==> src/rtl/ikun_frame_pair_sync.sv <==
// Pairs live camera (s0) and previous-frame (s1) streams into one lock-step stream.
// Latency: 1 cycle from joint input handshake to p_tvalid.
// Backpressure: p_tready low stalls the output register; both inputs are then held (tready = 0).
module ikun_frame_pair_sync #(
  parameter int IMG_HDISP = 1280,
  parameter int IMG_VDISP = 720,
  parameter int DATA_W    = 24
) (
  input  logic              clk,
  input  logic              rst_n,
  input  logic              enable,
  input  logic [DATA_W-1:0] s0_tdata,
  input  logic              s0_tvalid,
  output logic              s0_tready,
  input  logic              s0_tuser,
  input  logic              s0_tlast,
  input  logic [DATA_W-1:0] s1_tdata,
  input  logic              s1_tvalid,
  output logic              s1_tready,
  input  logic              s1_tuser,
  input  logic              s1_tlast,
  output logic [DATA_W-1:0] p_cur,
  output logic [DATA_W-1:0] p_prev,
  output logic              p_tvalid,
  input  logic              p_tready,
  output logic              p_tuser,
  output logic              p_tlast,
  output logic [15:0]       frame_cnt,
  output logic              sync_err,
  output logic [1:0]        state_o
);

  localparam logic [1:0] ST_IDLE = 2'd0;
  localparam logic [1:0] ST_SEEK = 2'd1;
  localparam logic [1:0] ST_RUN  = 2'd2;

  localparam int XW = (IMG_HDISP > 1) ? $clog2(IMG_HDISP) : 1;
  localparam int YW = (IMG_VDISP > 1) ? $clog2(IMG_VDISP) : 1;
  localparam logic [XW-1:0] X_LAST = XW'(IMG_HDISP - 1);
  localparam logic [YW-1:0] Y_LAST = YW'(IMG_VDISP - 1);

  logic [1:0]        r_state;
  logic [1:0]        w_state_nxt;
  logic [XW-1:0]     r_x;
  logic [YW-1:0]     r_y;
  logic [15:0]       r_frame_cnt;
  logic              r_sync_err;
  logic [DATA_W-1:0] r_p_cur;
  logic [DATA_W-1:0] r_p_prev;
  logic              r_p_vld;
  logic              r_p_user;
  logic              r_p_last;

  logic w_first;
  logic w_eol;
  logic w_eof;
  logic w_room;
  logic w_hs;
  logic w_mis;
  logic w_load;
  logic w_bad;
  logic w_both_sof;

  assign w_first    = (r_x == '0) && (r_y == '0);
  assign w_eol      = (r_x == X_LAST);
  assign w_eof      = w_eol && (r_y == Y_LAST);
  // Output register can take a beat when empty or being drained this cycle.
  assign w_room     = !r_p_vld || p_tready;
  // Joint handshake: a beat pair is consumed only when both streams offer one.
  assign w_hs       = (r_state == ST_RUN) && s0_tvalid && s1_tvalid && w_room;
  assign w_mis      = (s0_tuser != w_first) || (s1_tuser != w_first) ||
                      (s0_tlast != w_eol)   || (s1_tlast != w_eol);
  assign w_load     = w_hs && !w_mis;
  assign w_bad      = w_hs && w_mis;
  assign w_both_sof = s0_tvalid && s0_tuser && s1_tvalid && s1_tuser;

  // Input ready: drop non-SOF beats while seeking, joint handshake while running.
  always_comb begin
    s0_tready = 1'b0;
    s1_tready = 1'b0;
    case (r_state)
      ST_SEEK: begin
        s0_tready = s0_tvalid && !s0_tuser;
        s1_tready = s1_tvalid && !s1_tuser;
      end
      ST_RUN: begin
        s0_tready = w_hs;
        s1_tready = w_hs;
      end
      default: ;
    endcase
  end

  // Next-state: mismatch beats frame end; enable is only honoured at frame end in RUN.
  always_comb begin
    w_state_nxt = r_state;
    case (r_state)
      ST_IDLE: if (enable) w_state_nxt = ST_SEEK;
      ST_SEEK: begin
        if (!enable)         w_state_nxt = ST_IDLE;
        else if (w_both_sof) w_state_nxt = ST_RUN;
      end
      ST_RUN: begin
        if (w_bad)                            w_state_nxt = ST_SEEK;
        else if (w_load && w_eof && !enable)  w_state_nxt = ST_IDLE;
      end
      default: w_state_nxt = ST_IDLE;
    endcase
  end

  // State register.
  always_ff @(posedge clk or negedge rst_n) begin
    if (!rst_n) r_state <= ST_IDLE;
    else        r_state <= w_state_nxt;
  end

  // Pixel position and completed-frame counting; a misaligned pair restarts geometry.
  always_ff @(posedge clk or negedge rst_n) begin
    if (!rst_n) begin
      r_x         <= '0;
      r_y         <= '0;
      r_frame_cnt <= '0;
    end else if (w_bad) begin
      r_x <= '0;
      r_y <= '0;
    end else if (w_load) begin
      if (w_eol) begin
        r_x <= '0;
        if (r_y == Y_LAST) begin
          r_y         <= '0;
          r_frame_cnt <= r_frame_cnt + 16'd1;
        end else begin
          r_y <= r_y + 1'b1;
        end
      end else begin
        r_x <= r_x + 1'b1;
      end
    end
  end

  // Paired output register; a resident beat drains even across a mismatch.
  always_ff @(posedge clk or negedge rst_n) begin
    if (!rst_n) begin
      r_p_vld  <= 1'b0;
      r_p_cur  <= '0;
      r_p_prev <= '0;
      r_p_user <= 1'b0;
      r_p_last <= 1'b0;
    end else if (w_load) begin
      r_p_vld  <= 1'b1;
      r_p_cur  <= s0_tdata;
      r_p_prev <= s1_tdata;
      r_p_user <= w_first;
      r_p_last <= w_eol;
    end else if (p_tready) begin
      r_p_vld <= 1'b0;
    end
  end

  // One-cycle misalignment pulse.
  always_ff @(posedge clk or negedge rst_n) begin
    if (!rst_n) r_sync_err <= 1'b0;
    else        r_sync_err <= w_bad;
  end

  assign p_cur     = r_p_cur;
  assign p_prev    = r_p_prev;
  assign p_tvalid  = r_p_vld;
  assign p_tuser   = r_p_user;
  assign p_tlast   = r_p_last;
  assign frame_cnt = r_frame_cnt;
  assign sync_err  = r_sync_err;
  assign state_o   = r_state;

endmodule

==> config.mk <==
export PLATFORM = sky130hd
export DESIGN_NAME = ikun_frame_pair_sync
export DESIGN_NICKNAME = d
export VERILOG_FILES = /design/src/rtl/ikun_frame_pair_sync.sv
export SDC_FILE = /design/constraint.sdc
export NUM_CORES = 1
export LEC_CHECK = 0
export BUFFER_PORTS_ARGS = -buffer_cell sky130_fd_sc_hd__buf_2
export CORE_AREA = 2 2 116 118
export CTS_CLUSTER_DIAMETER = 60
export CTS_CLUSTER_SIZE = 8
export DETAILED_ROUTE_END_ITERATION = 8
export DIE_AREA = 0 0 118 120
export GPL_TIMING_DRIVEN = 0
export PLACE_DENSITY = 0.58
export SYNTH_ARGS = -nofsm -noshare
export SYNTH_HDL_FRONTEND = slang
export SYNTH_SLANG_ARGS = --single-unit
==> constraint.sdc <==
create_clock -name clk -period 3.37 [get_ports clk]
set_input_delay 0.337 -clock clk [delete_from_list [all_inputs] [get_ports clk]]
set_output_delay 0.337 -clock clk [all_outputs]
set_load 0.02 [all_outputs]
==> impl_metrics.env <==
export IMPL_grt_usage_pct=15.5
export IMPL_grt_max_degree=65
export IMPL_core_um2=13000
export IMPL_drt_iter0_markers=231
export IMPL_syn_area_per_cell_um2=12.2
export IMPL_synth_nets=428
export IMPL_io_pins=130
export IMPL_ys_types=47
export IMPL_grt_antenna_before_repair=0
export IMPL_crit_path_end_kind="register"
export IMPL_start_util_pct=34.0
export IMPL_ys_seq_area_share_pct=51.7
export IMPL_syn_area_um2=4410
export IMPL_setup_ws_ns=0.427
export IMPL_fin_cells=683
export IMPL_die_y_um=120
export IMPL_vias=3343
export IMPL_setup_viol=0
export IMPL_hold_class="in -> reg"
export IMPL_antenna_cells=0
export IMPL_power_density_nw_per_um2=539
export IMPL_cts_buffer_depth=2
export IMPL_rrSetupSlack_ns=0.43
export IMPL_slew_headroom_pct=50.1
export IMPL_worstSetupPathType="reg -> reg"
export IMPL_leakage_nw=2.98
export IMPL_syn2layout_area_growth_pct=26.7
export IMPL_synth_flop_cell="dfrtp_1"
export IMPL_die_area_um2=14200
export IMPL_dp_hpwl_um=7460
export IMPL_drt_pass1_iterations=4
export IMPL_cts_sinks=91
export IMPL_drt_total_wl_um=10300
export IMPL_placedCellCount=667
export IMPL_crit_buf_inv=0
export IMPL_grt_pass1_vias=3309
export IMPL_die_width_um=118
export IMPL_htreeDepth=3
export IMPL_gp_congestion=0.767
export IMPL_synth_edff_count=0
export IMPL_worstPathMaxFanout=6
export IMPL_final_setup_tns_ns=0
export IMPL_outcome="finished, final reports clean"
export IMPL_io_buffers=129
export IMPL_syn_inst=361
export IMPL_path_cells="ha_1 > and4_1 > a311oi_1 > o2111ai_1 > a21oi_1 > a22o_1 > mux2_2"
export IMPL_clock_skew_ns=0.00619
export IMPL_drv_cap=0
export IMPL_max_stage_delay_ns=0.55
export IMPL_cp_slowest_cell="a311oi_1"
export IMPL_tightest_slew_ns=0.739
export IMPL_wl_per_cell_um=15.0
export IMPL_rsz0062_at_grt="false"
export IMPL_antenna_left=0
export IMPL_overflow=0
export IMPL_post_route_min_period_ns=2.94
export IMPL_cts_buffers=9
export IMPL_dp_slack_ns=0.463
export IMPL_grt_pass1_wl_um=17300
export IMPL_vias_per_cell=4.89
export IMPL_clock_latency_ns=0.34
export IMPL_cp_start_kind="register"
export IMPL_worst_ep_arrival_time_ns=3.17
export IMPL_ys_seq_elements=91
export IMPL_drc=0
export IMPL_cts_tree="built"
export IMPL_post_route_period_util_pct=87.3
export IMPL_drive_gt1_share_pct=40.6
export IMPL_finalHoldViolCount=0
export IMPL_ir_drop_v=0.000271
export IMPL_drv_slew=0
export IMPL_core_rowCount=42
export IMPL_timing_fmax_mhz=340
export IMPL_fin_nets=570
export IMPL_async_flop_share_pct=100
export IMPL_cp_data_required_time_ns=3.60
export IMPL_clk_pin_slew_ns=0.06
export IMPL_root_buffer="clkbuf_16"
export IMPL_yosys_warnings=0
export IMPL_post_cts_resize_count=0
export IMPL_utilization_pct=43.0
export IMPL_cp_top_family="compound AO/OA/AOI/OAI gates"
state kept, by name, summed over array words and instances, names as in the netlist:
name       flops
p_tlast        1
p_tvalid       1
frame_cnt     16
p_cur         24
state_o        2
r_x           11
p_prev        24
r_y           10
p_tuser        1
sync_err       1
synthesized netlist by cell type, types with 5 or more instances:
master / count / area, um2
o21a_1: 5 / 37.5
and3_1: 10 / 62.6
inv_1: 13 / 48.8
buf_6: 6 / 67.6
and4_1: 5 / 43.8
or3_1: 5 / 31.3
xnor2_1: 16 / 140
nor3_1: 5 / 25.0
and2_1: 5 / 31.3
nand4_1: 11 / 68.8
nor2_1: 17 / 63.8
mux2_4: 43 / 646
o21ai_0: 14 / 70.1
mux2_2: 7 / 78.8
dfrtp_1: 91 / 2280
o22ai_1: 5 / 31.3
nand3_1: 18 / 90.1
ha_1: 9 / 113
nand2_1: 22 / 82.6
through the flow:
step	total power, mW	instance area [um2]	hold slack, ns
final	3.01	5580	0.229
after global routing	3.19	5580	0.213
after CTS	3.05	5580	0.210
after detailed placement	2.10	5300	0.293
after global placement	2.07	5270	0.458
after floorplan	1.84	4410	0.0414
what timing repair did:
action,4_1_cts,5_1_grt
hold endpoints to repair,27,0
hold buffers,1,0
setup buffers,0,0
setup endpoints to repair,0,0
final cells by class:
| class | count | area, um2 |
|---|---|---|
| repair buffers | 131 | 686 |
| plain buffers | 13 | 97.6 |
| inverters | 13 | 48.8 |
| well taps | 176 | 220 |
| clock buffers | 12 | 246 |
| multi-input cells | 244 | 1980 |
| clock inverters | 3 | 23.8 |
| flip-flops and latches | 91 | 2280 |
| fillers | 1235 | 7400 |
final timing paths:
check | to | startpoint | cells past startpoint
max | state_o[0] | r_x[0] | 7
min | p_cur[0] | s0_tdata[0] | 2
max reg2reg | state_o[0] | r_x[0] | 7
min reg2reg | frame_cnt[15] | frame_cnt[15] | 1
max in group asynchronous | frame_cnt[5] | rst_n | 3
min in group asynchronous | p_prev[2] | rst_n | 2
cells by family (layout without fill, tap and decap cells):
kind of cell               after synthesis  count (layout)  synth area share, %
AOI/OAI and AO/OA                       54              54                 8.52
xor gates and xnor gates                20              20                 3.97
adders and majority gates                9               9                 2.56
buffers and inverters                   26             172                 3.32
DFF                                     91              91                 51.7
muxes                                   51              51                 16.7
and+or+nand+nor                        110             110                 13.3
per-layer routing:
metal / part of all wire, % / vias up / global-route usage, %
met3: 5.6 / 10 / 4.23
li1: - / 1593 / -
met2: 45 / 120 / 23.6
met5: 0 / - / 0
met4: 1.4 / 0 / 5.20
met1: 48 / 1620 / 21.2
placed cells by master (no fill, tap or decap), types with 3 or more instances in the layout:
cell	n
a21oi_1	4
a22o_1	3
and2_1	5
and3_1	10
and4_1	5
buf_2	131
buf_6	6
clkbuf_1	6
clkbuf_16	9
dfrtp_1	91
ha_1	9
inv_1	13
mux2_2	7
mux2_4	43
nand2_1	22
nand2b_1	4
nand3_1	18
nand4_1	11
nor2_1	17
nor3_1	5
nor4_1	3
o21a_1	5
o21ai_0	14
o221ai_1	3
o22ai_1	5
or3_1	5
xnor2_1	16
xor2_1	4
power breakdown:
| part | leakage, nW | internal, mW | switching [mW] |
|---|---|---|---|
| clock | 0.125 | 0.519 | 0.402 |
| sequential | 1.25 | 1.24 | 0.121 |
| combinational | 1.60 | 0.328 | 0.395 |
| total | 2.98 | 2.09 | 0.918 |
Note: power is estimated with default switching activity, not from simulation.
